<file path="config.mk">
export PLATFORM = sky130hd
export DESIGN_NAME = fifo_wr_arbiter
export DESIGN_NICKNAME = d
export VERILOG_FILES = /design/src/rtl/fifo_wr_arbiter.sv
export SDC_FILE = /design/constraint.sdc
export NUM_CORES = 1
export LEC_CHECK = 0
export BUFFER_PORTS_ARGS = -buffer_cell sky130_fd_sc_hd__buf_2
export CAP_MARGIN = 20
export CORE_ASPECT_RATIO = 0.6
export CORE_MARGIN = 2
export CORE_UTILIZATION = 32
export CTS_BUF_LIST = sky130_fd_sc_hd__clkbuf_4 sky130_fd_sc_hd__clkbuf_8
export CTS_CLUSTER_SIZE = 10
export DETAILED_ROUTE_END_ITERATION = 10
export GPL_ROUTABILITY_DRIVEN = 0
export PLACE_DENSITY = 0.8
export RECOVER_POWER = 100
export SYNTH_ARGS = -nofsm -noshare
export SYNTH_HDL_FRONTEND = slang
export SYNTH_SLANG_ARGS = --single-unit
</file>
<file path="constraint.sdc">
create_clock -name clk_i -period 2.9 [get_ports clk_i]
set_input_delay 0.58 -clock clk_i [delete_from_list [all_inputs] [get_ports clk_i]]
set_output_delay 0.58 -clock clk_i [all_outputs]
set_load 0.01 [all_outputs]
</file>
<file path="src/rtl/fifo_wr_arbiter.sv">
// Round-robin write arbiter: grants one requester a tenure of up to BURST_MAX
// words into a downstream synchronous FIFO, one arbitration cycle per tenure.
module fifo_wr_arbiter #(
  parameter int WIDTH     = 32,
  parameter int NREQ      = 4,
  parameter int BURST_MAX = 4
) (
  input  logic                    clk_i,
  input  logic                    rst_ni,
  input  logic [NREQ-1:0]         req_i,
  input  logic [NREQ*WIDTH-1:0]   wdata_i,
  input  logic                    fifo_full_i,
  output logic [NREQ-1:0]         gnt_o,
  output logic                    fifo_we_o,
  output logic [WIDTH-1:0]        fifo_wdata_o,
  output logic [$clog2(NREQ)-1:0] owner_o,
  output logic                    busy_o
);

  localparam int IW = $clog2(NREQ);
  localparam int CW = $clog2(BURST_MAX + 1);

  typedef enum logic {
    IDLE,
    BURST
  } state_e;

  state_e          state_q, state_d;
  logic [IW-1:0]   owner_q, owner_d;
  logic [IW-1:0]   rr_ptr_q, rr_ptr_d;
  logic [CW-1:0]   cnt_q, cnt_d;
  logic [IW-1:0]   pick_idx;
  logic [IW-1:0]   scan_idx;
  logic            found;
  logic [WIDTH-1:0] words [NREQ];

  always_comb begin
    for (int k = 0; k < NREQ; k++) begin
      words[k] = wdata_i[k*WIDTH +: WIDTH];
    end
  end

  // Search upward from rr_ptr; the IW-bit add wraps because NREQ is a power of two.
  always_comb begin
    pick_idx = rr_ptr_q;
    scan_idx = rr_ptr_q;
    found    = 1'b0;
    for (int i = 0; i < NREQ; i++) begin
      scan_idx = rr_ptr_q + IW'(i);
      if (!found && req_i[scan_idx]) begin
        pick_idx = scan_idx;
        found    = 1'b1;
      end
    end
  end

  always_comb begin
    gnt_o = '0;
    if (rst_ni && state_q == BURST) begin
      gnt_o[owner_q] = req_i[owner_q] & ~fifo_full_i;
    end
    fifo_we_o    = |gnt_o;
    fifo_wdata_o = fifo_we_o ? words[owner_q] : '0;
  end

  always_comb begin
    state_d  = state_q;
    owner_d  = owner_q;
    rr_ptr_d = rr_ptr_q;
    cnt_d    = cnt_q;
    unique case (state_q)
      IDLE: begin
        if (|req_i) begin
          owner_d = pick_idx;
          cnt_d   = '0;
          state_d = BURST;
        end
      end
      BURST: begin
        if (!req_i[owner_q]) begin
          state_d  = IDLE;
          rr_ptr_d = owner_q + IW'(1);
        end else if (fifo_we_o) begin
          cnt_d = cnt_q + CW'(1);
          if (cnt_d == CW'(BURST_MAX)) begin
            state_d  = IDLE;
            rr_ptr_d = owner_q + IW'(1);
          end
        end
      end
      default: state_d = IDLE;
    endcase
  end

  always_ff @(posedge clk_i) begin
    if (!rst_ni) begin
      state_q  <= IDLE;
      owner_q  <= '0;
      rr_ptr_q <= '0;
      cnt_q    <= '0;
    end else begin
      state_q  <= state_d;
      owner_q  <= owner_d;
      rr_ptr_q <= rr_ptr_d;
      cnt_q    <= cnt_d;
    end
  end

  assign busy_o  = (state_q == BURST);
  assign owner_o = owner_q;

endmodule

</file>
Word level (Yosys, flattened, before mapping):

Cells that the tools add are included.
Widths: inputs -> output; s select.

* divide/modulo/power cells: 0
* $lt $le $gt $ge: 7
* equal/unequal tests: 6
* bitwise operators: 5
* shift operators: 0
* $mul: 0
* mux-type cells: 35
* add/subtract/negate cells: 5
* reductions and logical operators: 13

Operators with widths (number)
* $mux 32: 3
* $bmux 32 s2: 1
* $lt 2x3->1 const B: 5
* $mux 1: 13
* $mux 2: 6
* $bmux 1 s2: 5
* $mux 3: 3
* $reduce_or 4->1: 2
* $ne 2x2->1 const B: 3
* $pmux 3 s2: 1
* $reduce_and 3->1: 2
* $logic_and 1x1->1: 5
* $add 2x1->2 const B: 2
* $add 2x2->2 const B: 2
* $and 4x4->4: 1
* $mux 4: 1
* $ne 2x1->1 const B: 2
* $add 3x1->3 const B: 1
* $eq 3x3->1 const B: 1
* $ge 3x3->1 const B: 1
* $logic_not 1->1: 3
* $not 2->3: 1
* $demux 1 s2: 1
* $ge 2x1->1 const B: 1
* 4 further kinds: 5

* latch bits: 0
* output and inout bits: 40
* memory bits (writable): 0
* bits in read-only memories: 0
* memories kept: 0
* input port bits: 135
* register bits after elaboration: 8
* logic and storage cells: 75

Longest topological paths before layout:

Gate-level depths: netlist (run 1).

* word-level depth: 12
* gate-level depth with buffers: 9
* mapped depth without buffers: 6

Worst setup path before layout (run 1):

No wires, ideal clock.

* path type: reg2out
* start: register owner_q[1] (netlist: owner_o[1])
* end: output fifo_wdata_o[11]
* cell stages (with the launch flop): 10
* path buffers: 4
* required time: 2.320 ns
* setup slack: -0.150 ns
* data arrival time: 2.470 ns
* cells stage by stage: dfxtp_1 -> clkbuf_1 -> clkbuf_1 -> inv_1 -> ha_1 -> or4_1 -> and3_1 -> buf_6 -> buf_2 -> and2_1

* cells in the longest elaborated chain, start to end: 8
* elaborated cells between the ends (all ways): 16
* those cells by class: order compare: 2; mux: 9; bitwise: 3; reduce/logical: 2

RTL lines
* start, declared: line 29 `logic [IW-1:0] owner_q, owner_d;`
* start signal, assigned: line 103 `owner_q <= owner_d;`
* $lt 2x3->1 (implied by the code) or $ge 2x1->1 (tied branches): line 60 `gnt_o[owner_q] = req_i[owner_q] & ~fifo_full_i;`
* $logic_and 1x1->1 (implied by the code): line 60
* $mux 1 (implied by the code): line 60
* $demux 1 s2: line 60
* $and 4x4->4 (no source line) (*)
* $mux 4 (*): line 59 `if (rst_ni && state_q == BURST) begin`
* $reduce_or 4->1 (*): line 62 `fifo_we_o = |gnt_o;`
* via fifo_we_o: line 14 `output logic fifo_we_o,`
* $mux 32 (*): line 63 `fifo_wdata_o = fifo_we_o ? words[owner_q] : '0;`
* end, declared: line 15 `output logic [WIDTH-1:0] fifo_wdata_o,`

The timed path passes the listed nets; every way through them passes the cells marked *. The select of a mux whose other input is x is not followed.

Worst setup path in the final report (run 1):

* start: register owner_q[0] (netlist: owner_o[0])
* end: output fifo_wdata_o[19]

* cells in the longest elaborated chain, start to end: 8
* elaborated cells between the ends (all ways): 16
* those cells by class: order compare: 2; mux: 9; bitwise: 3; reduce/logical: 2

RTL lines (line)
* $lt 2x3->1 (implied by the code) or $ge 2x1->1 (tied branches): 60
* $logic_and 1x1->1 (implied by the code): 60
* $mux 1 (implied by the code): 60
* $demux 1 s2: 60
* $and 4x4->4 (no source line)
* $mux 4: 59
* $reduce_or 4->1: 62
* $mux 32 (*): 63

Every way passes the cells marked *; elsewhere a longest branch is shown, timed or not. The select of a mux whose other input is x is not followed.

==> summary.md, run 1 <==
| Metric | Value |
|---|---|
| Status | `finished, final reports clean` |
| Post-detail-place hpwl | `between 4000 and 5000 um` |
| Antenna-violating nets left | `0` |
| HP Class | `reg2reg` |
| Flip-flop and latch count after synthesis | `8` |
| DIE WIDTH | `~94 um` |
| Power per cell area | `roughly 240 nW/um^2` |
| Final Cycle Share | `95.49%` |
| CTS max path bufs | `2` |
| # DRC | `0` |
| Fillers | `around 440` |
| Mapped cell area | `roughly 1500 sq um` |
| Global route overflow | `0` |
| FF/Latch Area | `165.2 sq um` |
| Reg2reg setup slack | `between 0.7 and 0.8 ns` |
| Cts bufs inserted | `3` |
| Leakage | `roughly 1.2 nW` |
| Wirelength per Cell | `14.47 um` |
| Peak VDD IR | `0.0001556 V` |
| Synth Flop Type | `dfxtp_1` |
| Count of final hold-check violations | `0` |
| Fmax | `roughly 0.36 GHz` |
| TritonCTS Sinks | `8` |
| Final instance area | `about 2500 sq um` |
| Later-pin clock latency in the skew report | `0.23 ns` |
| Nets@finish | `about 460` |
| Syn_nets | `about 280` |
| Number of synthesized flops with an enable pin | `0` |
| Cell variety after synth | `30` |
| Synthesized area per cell | `between 10 and 15 sq um` |
| # diodes | `0` |
| Crit Path Max Fanout | `24` |
| DIE AREA | `~5400 sq um` |
| Worst hold margin | `0.5039 ns` |
| Post-synthesis sequential area ratio | `10.39%` |
| Setup crit start kind | `flop` |
| Vias in the first global route | `between 1500 and 2000` |
| First-pass GRT wire length | `roughly 8100 um` |
| Hold-fix buffers at CTS | `0` |
| Cts repair resizes | `0` |
| Drt via density | `5.080` |
| Skew final | `about 0.0024 ns` |
| Async SR Flop Fraction | `0%` |
| Max-slew violation count | `0` |
| Req. time, crit path | `2.32 ns` |
| CTS tree | `done` |
| Final WL | `approximately 5400 um` |
| Cell count after synthesis | `142` |
| Max-Cap Viols | `0` |
| Die height | `57.76 um` |
| Total number of vias | `between 1500 and 2000` |
| Worst path top cell family by delay | `simple AND/OR/NAND/NOR gates` |
| Critical setup path kind | `reg2out` |
| Commonest non-fill, non-tap cell in the layout | `buf_2` |
| Initial antenna violation count | `0` |
| Area of the multi-input gates | `between 1000 and 1500 sq um` |
| # port buffers | `roughly 170` |
| Core ar. | `about 4600 sq um` |
| Setup TNS | `0 ns` |
| Highest-count cells in the layout ignoring fill and taps | `buf_2 (144), mux4_2 (33), and2_1 (27)` |
| # IOs | `175` |
| Detailed Routing Iterations Pass 1 | `4` |
| # rows | `19` |
| Share of post-route cells with drive strength above 1 | `about two thirds` |
| Worst path cell trace | `inv_1 -> ha_1 -> or4_1 -> and3_1 -> buf_4 -> and2_0 -> buf_2` |
| # setup viols final | `0` |
| Placed Area | `~2500 sq um` |
| Crit path buffers/inverters | `3` |
| Headroom to the max-slew limit | `66.90%` |
| Warnings, synthesis | `0` |
| Highest cell delay on the worst timing path | `roughly 0.56 ns` |
| H-Tree Depth | `1` |
| GRT Util Overall | `between 10% and 20%` |
| CTS clock-pin slew for the worst setup and hold paths | `0.04 ns` |
| Worst EP arrival | `2.19 ns` |
| CP max stage cell | `or4_1` |
| CTS Root Cell | `clkbuf_8` |
| Initial drt markers | `57` |
| Worst-Margin Slew | `between 0.4 and 0.5 ns` |
| Post CTS Setup Buffer Count | `0` |
| Initial Utilization | `33.42%` |
| Syn-to-layout area delta | `61.45%` |
| Setup crit end kind | `primary output` |
| Final Util | `53.96%` |
| Post-layout min period | `~2.8 ns` |
| Largest net degree at the start of global routing | `29` |
==> worst reg2reg max path: stages, from the launching register on <==
cell and delay, ns:
dfxtp_2 0.37, inv_1 0.10, ha_1 0.21, or4_1 0.56
and3_1 0.22, buf_4 0.20, and2_0 0.19, mux2i_1 0.18
==> cell families after synthesis <==
group	count (synthesis)	share of synthesized area, %
muxes	37	50.81
DFF	8	10.39
xor gates and xnor gates	1	0.5683
and+or+nand+nor	59	22.40
AOI/OAI and AO/OA	13	5.277
buffers and inverters	18	5.682
adders and majority gates	6	4.870
==> state kept, by name, summed over array words and instances, names as in the netlist <==
register	count
rr_ptr_q	2
owner_o	2
cnt_q	3
busy_o	1
==> per-layer routing <==
metal	vias to the layer above	GRT usage (%)	share of wire [%]
met5	-	0	0
met4	0	3.520	1.1
met3	7	3.251	9.1
met2	104	33.92	50
met1	903	24.63	40
li1	891	-	-
==> path summary, 6_finish.rpt <==
check / from / endpoint / cells past startpoint
worst max-delay path: owner_o[0]$_SDFFE_PN0P_ / fifo_wdata_o[19] / 7
worst min-delay path: cnt_q[0]$_SDFFE_PN0P_ / cnt_q[0]$_SDFFE_PN0P_ / 1
worst min register to register: cnt_q[0]$_SDFFE_PN0P_ / cnt_q[0]$_SDFFE_PN0P_ / 1
worst max register to register: owner_o[0]$_SDFFE_PN0P_ / cnt_q[2]$_SDFFE_PN0P_ / 7
==> layout make-up <==
| class | instances | area share [%] |
|---|---|---|
| multi-input cells | 116 | 51.89 |
| well taps | 63 | 3.167 |
| inverters | 5 | 0.7541 |
| flip-flops and latches | 8 | 6.636 |
| clock buffers | 3 | 1.659 |
| repair buffers | 180 | 35.90 |
==> cells in the mapped netlist, types with 2 or more instances <==
library cell	instances	area share, %
clkbuf_1	7	1.7
mux2i_1	4	2.6
dfxtp_1	8	10
and2_1	32	13
nor2_1	2	0.49
nor2b_1	2	0.81
nor3_1	2	0.65
inv_1	5	1.2
and3_1	5	2.0
buf_2	4	1.3
o21ai_0	5	1.6
buf_6	2	1.5
mux4_2	33	48
nand2_1	8	1.9
nand3_1	2	0.65
ha_1	6	4.9
a21oi_1	2	0.65
==> stage by stage <==
stage                     power [mW]  instances  worst slack [ns]
after detailed placement      0.4695        372            0.3392
after global routing          0.6417        375         -0.004838
after global placement        0.4641        372            0.4101
final                         0.5973        375            0.1308
after floorplan               0.3343        142           0.06869
after CTS                     0.6076        375           0.09121
==> where the power goes <==
part | switching (mW) | total (mW) | internal (mW)
combinational | 0.129 | 0.331 | 0.202
clock | 0.0443 | 0.134 | 0.0900
sequential | 0.0131 | 0.132 | 0.119
total | 0.187 | 0.597 | 0.411
Note: power is estimated with default switching activity, not from simulation.
==> run 2, diff against run 1 <==
REMOVE_ABC_BUFFERS = 1   (was default)
==> run 2 against run 1 <==
Critical path depth is the same. Combinational power is essentially flat. Power grew 0.77%. Die area is the same. Cell count is the same. Clock power grew 4%. Final area shrank 0.35%. Routed wire length grew 2.8%. Critical path type unchanged.
==> summary.md, run 2 (synthesis results as in run 1) <==
| Metric | Value |
|---|---|
| Cts repair resizes | `0` |
| Largest register FFs | `3` |
| Hold-fix buffers at CTS | `0` |
| Final Cycle Share | `roughly 96%` |
| Worst EP arrival | `around 2.2 ns` |
| Initial antenna violation count | `0` |
| Req. time, crit path | `about 2.3 ns` |
| Detailed Routing Iterations Pass 1 | `4` |
| Later-pin clock latency in the skew report | `around 0.23 ns` |
| Commonest non-fill, non-tap cell in the layout | `buf_2` |
| Wirelength per Cell | `14.88 um` |
| Fillers | `between 400 and 500` |
| GRT Util Overall | `about a fifth` |
| DIE WIDTH | `93.60 um` |
| Max-Cap Viols | `0` |
| # rows | `19` |
| Drt via density | `approximately 5` |
| Die height | `about 58 um` |
| Post-detail-place hpwl | `4772 um` |
| # port buffers | `174` |
| HP Class | `reg2reg` |
| Critical Path Start | `owner_o[0]$_SDFFE_PN0P_` |
| CTS clock-pin slew for the worst setup and hold paths | `roughly 0.040 ns` |
| Initial drt markers | `slightly above 50` |
| FF/Latch Area | `around 160 sq um` |
| CTS max path bufs | `2` |
| Share of post-route cells with drive strength above 1 | `between 60% and 70%` |
| Initial Utilization | `between 30 and 40%` |
| # DRC | `0` |
| Unrepaired setup endpoints after global routing | `false` |
| Vias in the first global route | `1740` |
| Peak VDD IR | `between 0.00015 and 0.0002 V` |
| Pre-CTS setup slack | `between 0.3 and 0.4 ns` |
| First-pass GRT wire length | `about 8000 um` |
| Leakage | `between 1 and 1.5 nW` |
| # diodes | `0` |
| Biggest register | `cnt_q` |
| Skew final | `approximately 0.0035 ns` |
| Final WL | `between 5000 and 6000 um` |
| Core ar. | `around 4600 sq um` |
| Critical setup path kind | `reg2out` |
| Post CTS Setup Buffer Count | `0` |
| Syn-to-layout area delta | `60.88%` |
| Largest net degree at the start of global routing | `27` |
| Setup crit start kind | `flop` |
| Fmax | `roughly 0.36 GHz` |
| # setup viols final | `0` |
| Status | `finished, final reports clean` |
| Worst-Margin Slew | `0.6884 ns` |
| Final Non-Filler Cells | `between 300 and 400` |
| Hold wc startpoint | `cnt_q[2]$_SDFFE_PN0P_` |
| Global route overflow | `0` |
| DIE AREA | `roughly 5400 sq um` |
| R2r startpoint | `owner_o[0]$_SDFFE_PN0P_` |
| Highest-count cells in the layout ignoring fill and taps | `buf_2 (144), mux4_2 (33), and2_1 (27)` |
| Crit Path Max Fanout | `26` |
| Final worst-path setup slack | `approximately 0.12 ns` |
| Antenna-violating nets left | `0` |
| Max-slew violation count | `0` |
| Count of final hold-check violations | `0` |
| Setup crit end kind | `primary output` |
| CTS Root Cell | `clkbuf_8` |
| Cts bufs inserted | `3` |
| Headroom to the max-slew limit | `between 50% and 60%` |
| Area of the multi-input gates | `1291 sq um` |
| H-Tree Depth | `1` |
| Nets@finish | `~460` |
| CTS tree | `done` |
| # IOs | `approximately 180` |
| Post-layout min period | `2.782 ns` |
| TritonCTS Sinks | `8` |
| Total number of vias | `~1900` |
| Power per cell area | `~240 nW/um^2` |
| Placed cell count | `around 370` |
run 2: area by class of cell:
| class | instances | area share, % |
|---|---|---|
| multi-input combinational | 116 | 52.07 |
| timing repair buffer | 180 | 35.77 |
| sequential | 8 | 6.559 |
| tap | 63 | 3.179 |
| clock buffer | 3 | 1.665 |
| inverter | 5 | 0.7568 |
run 2: path summary, 6_finish.rpt:
check	cells after the start	slack [ns]	to
min	1	0.48	cnt_q[2]$_SDFFE_PN0P_
max	7	0.12	fifo_wdata_o[25]
min reg2reg	1	0.48	cnt_q[2]$_SDFFE_PN0P_
max reg2reg	7	0.87	cnt_q[2]$_SDFFE_PN0P_
run 2: metal layers:
layer / vias to the layer above / wire length (um) / GRT usage (%)
met3: 7 / 428 / 2.731
met2: 90 / 2717 / 33.30
li1: 893 / - / -
met1: 888 / 2363 / 26.75
met4: 0 / 71 / 4.141
met5: - / 0 / 0
run 2: worst max-delay path, cell delays in order, from the launching register on:
cell,delay (ns)
dfxtp_2,0.39
inv_1,0.09
ha_1,0.22
or4_1,0.54
and3_1,0.21
buf_4,0.20
and2_1,0.17
buf_2,0.14
run 2: power by group:
part           switching [mW]  internal, mW  total, mW
sequential             0.0125         0.119      0.131
combinational           0.129         0.201      0.330
clock                  0.0496        0.0904      0.140
total                   0.191         0.411      0.602
run 2: through the flow:
stage	TNS (ns)	util (%)	hold slack, ns	cell area [sq um]	total power, mW
4_1_cts	0	54.45	0.4860	2511	0.6110
6_report	0	53.77	0.4828	2480	0.6019
2_1_floorplan	-38.71	-	0.4548	1473	0.3245
5_1_grt	0	53.77	0.5022	2480	0.6471
3_5_place_dp	0	53.55	0.4749	2470	0.4698
3_3_place_gp	0	53.55	0.4627	2470	0.4587
==> run 3, diff against run 2 <==
CORE_MARGIN = 3   (was 2)
CORE_UTILIZATION = 38   (was 32)
PLACE_DENSITY = 0.89   (was 0.8)
clock period = 3.57 ns   (was 2.9 ns; I/O delays follow)
==> run 3 against run 2 <==
Power shrank 18%. Global-route usage increased by 4.6 points. Clock skew about the same. Register-to-register slack better by 0.20 ns. Count of clock-buffer cells in the layout is the same. Sequential power down 21%. Non-clock buffer count decreased by 2. Flip-flop and latch count is the same. Worst setup slack better by 0.13 ns. Die area decreased by 9.7%. Critical path depth decreased by 1. Critical path type unchanged. Largest cell class unchanged. Largest power group unchanged. Highest routed layer unchanged.
==> summary.md, run 3 (synthesis results as in run 1) <==
| Metric | Value |
|---|---|
| Status | `finished, final reports clean` |
| Drt via density | `between 5 and 6` |
| Worst EP arrival | `about 2.6 ns` |
| Highest cell delay on the worst timing path | `approximately 0.56 ns` |
| Initial antenna violation count | `0` |
| Initial drt markers | `95` |
| Total number of vias | `1936` |
| HP Class | `reg2reg` |
| CTS clock-pin slew for the worst setup and hold paths | `approximately 0.04 ns` |
| Biggest register | `cnt_q` |
| R2R depth | `6` |
| Worst-Margin Slew | `between 1 and 1.5 ns` |
| FF/Latch Area | `between 150 and 200 sq um` |
| Syn-to-layout area delta | `57.95%` |
| Post-layout min period | `around 3.3 ns` |
| # setup viols final | `0` |
| Peak VDD IR | `approximately 0.00026 V` |
| Headroom to the max-slew limit | `about a quarter` |
| Setup TNS | `0 ns` |
| Post-detail-place hpwl | `around 5300 um` |
| Final Cycle Share | `just over 90%` |
| Antenna-violating nets left | `0` |
| Final WL | `6105 um` |
| # diodes | `0` |
| Max-Cap Viols | `0` |
| Crit Path Max Fanout | `37` |
| Cts repair resizes | `0` |
| Power per cell area | `202.1 nW/um^2` |
| Initial Utilization | `around two fifths` |
| Unrepaired setup endpoints after global routing | `false` |
| Largest register FFs | `3` |
| Worst path cell trace | `buf_4 -> ha_1 -> or4_1 -> and3_1 -> and2_0 -> buf_2` |
| Critical setup path kind | `reg2out` |
| TritonCTS Sinks | `8` |
| Cts bufs inserted | `3` |
| Highest-count cells in the layout ignoring fill and taps | `buf_2 (148), mux4_2 (33), clkbuf_1 (27)` |
| CTS Root Cell | `clkbuf_8` |
| Grt peak-use layer | `met2` |
| # rows | `17` |
| CTS tree | `done` |
| Detailed Routing Iterations Pass 1 | `4` |
| Core ar. | `about 3800 sq um` |
| Vias in the first global route | `approximately 1900` |
| Met2 Track Usage GR | `between 40% and 50%` |
| # DRC | `0` |
| H-Tree Depth | `1` |
| Fmax | `0.3007 GHz` |
| Leakage | `1.176 nW` |
| Commonest non-fill, non-tap cell in the layout | `buf_2` |
| Count of final hold-check violations | `0` |
| Setup crit end kind | `primary output` |
| Setup crit start kind | `flop` |
| CP max stage cell | `and3_1` |
| Later-pin clock latency in the skew report | `about 0.24 ns` |
| # port buffers | `approximately 170` |
| GRT Util Overall | `a little under a quarter` |
| DIE WIDTH | `a little under 90 um` |
| Post CTS Setup Buffer Count | `0` |
| Hold-fix buffers at CTS | `0` |
| Req. time, crit path | `~2.9 ns` |
| Skew final | `~0.0034 ns` |
| DIE AREA | `between 4000 and 5000 sq um` |
| Wirelength per Cell | `17.10 um` |
| M3 GR Usage | `between 4 and 5%` |
| Area of the multi-input gates | `~1300 sq um` |
| Nets@finish | `~450` |
| Die height | `about 55 um` |
| Share of post-route cells with drive strength above 1 | `between 60% and 70%` |
| Fillers | `331` |
| Final Non-Filler Cells | `about 360` |
| M1 GR Usage | `roughly 29%` |
| Max-slew violation count | `0` |
| First-pass GRT wire length | `9156 um` |
| # IOs | `175` |
| Global route overflow | `0` |
| Placed cell count | `354` |
| Largest net degree at the start of global routing | `38` |
| Hold depth | `2` |
| CTS max path bufs | `2` |
[run 3: power by group]
part	switching, mW	internal, mW	total [mW]
clock	0.0407	0.0735	0.114
combinational	0.111	0.163	0.274
sequential	0.00787	0.0961	0.104
total	0.159	0.333	0.492
[run 3: metal layers]
| layer | vias up | wire length [um] |
|---|---|---|
| met5 | - | 0 |
| met4 | 0 | 114 |
| met3 | 14 | 573 |
| met2 | 111 | 3199 |
| met1 | 922 | 2218 |
| li1 | 889 | - |
[run 3: path summary, 6_finish.rpt]
check	startpoint	to	slack, ns
worst max-delay path	owner_o[0]$_SDFFE_PN0P_	fifo_wdata_o[22]	0.24
worst min-delay path	rr_ptr_q[0]$_SDFFE_PN0P_	rr_ptr_q[0]$_SDFFE_PN0P_	0.49
worst max register to register	owner_o[0]$_SDFFE_PN0P_	cnt_q[2]$_SDFFE_PN0P_	1.07
worst min register to register	rr_ptr_q[0]$_SDFFE_PN0P_	rr_ptr_q[0]$_SDFFE_PN0P_	0.49
[run 3: critical path: cells and delay by family (launching register included)]
family        cells  cell delay (ns)
buf+inv           2             0.39
simple gates      3             1.40
fa+ha+maj         1             0.26
flops             1             0.31
[run 3: through the flow]
step	power [mW]	utilization [%]	worst slack [ns]	area (sq um)	hold WS, ns
2_1_floorplan	0.2636	-	-0.5321	1473	0.4548
3_3_place_gp	0.3710	64.28	0.4628	2434	0.4719
3_5_place_dp	0.3823	64.28	0.4215	2434	0.4860
4_1_cts	0.4982	65.37	0.2366	2475	0.4944
5_1_grt	0.5236	64.31	0.07113	2435	0.5100
6_report	0.4922	64.31	0.2449	2435	0.4930
[run 3: area by class of cell]
type	instances	share of cell area, %
repair buffers	178	35.51
clock buffers	3	1.696
flip-flops and latches	8	6.578
inverters	5	0.7708
well taps	47	2.415
multi-input cells	116	53.03
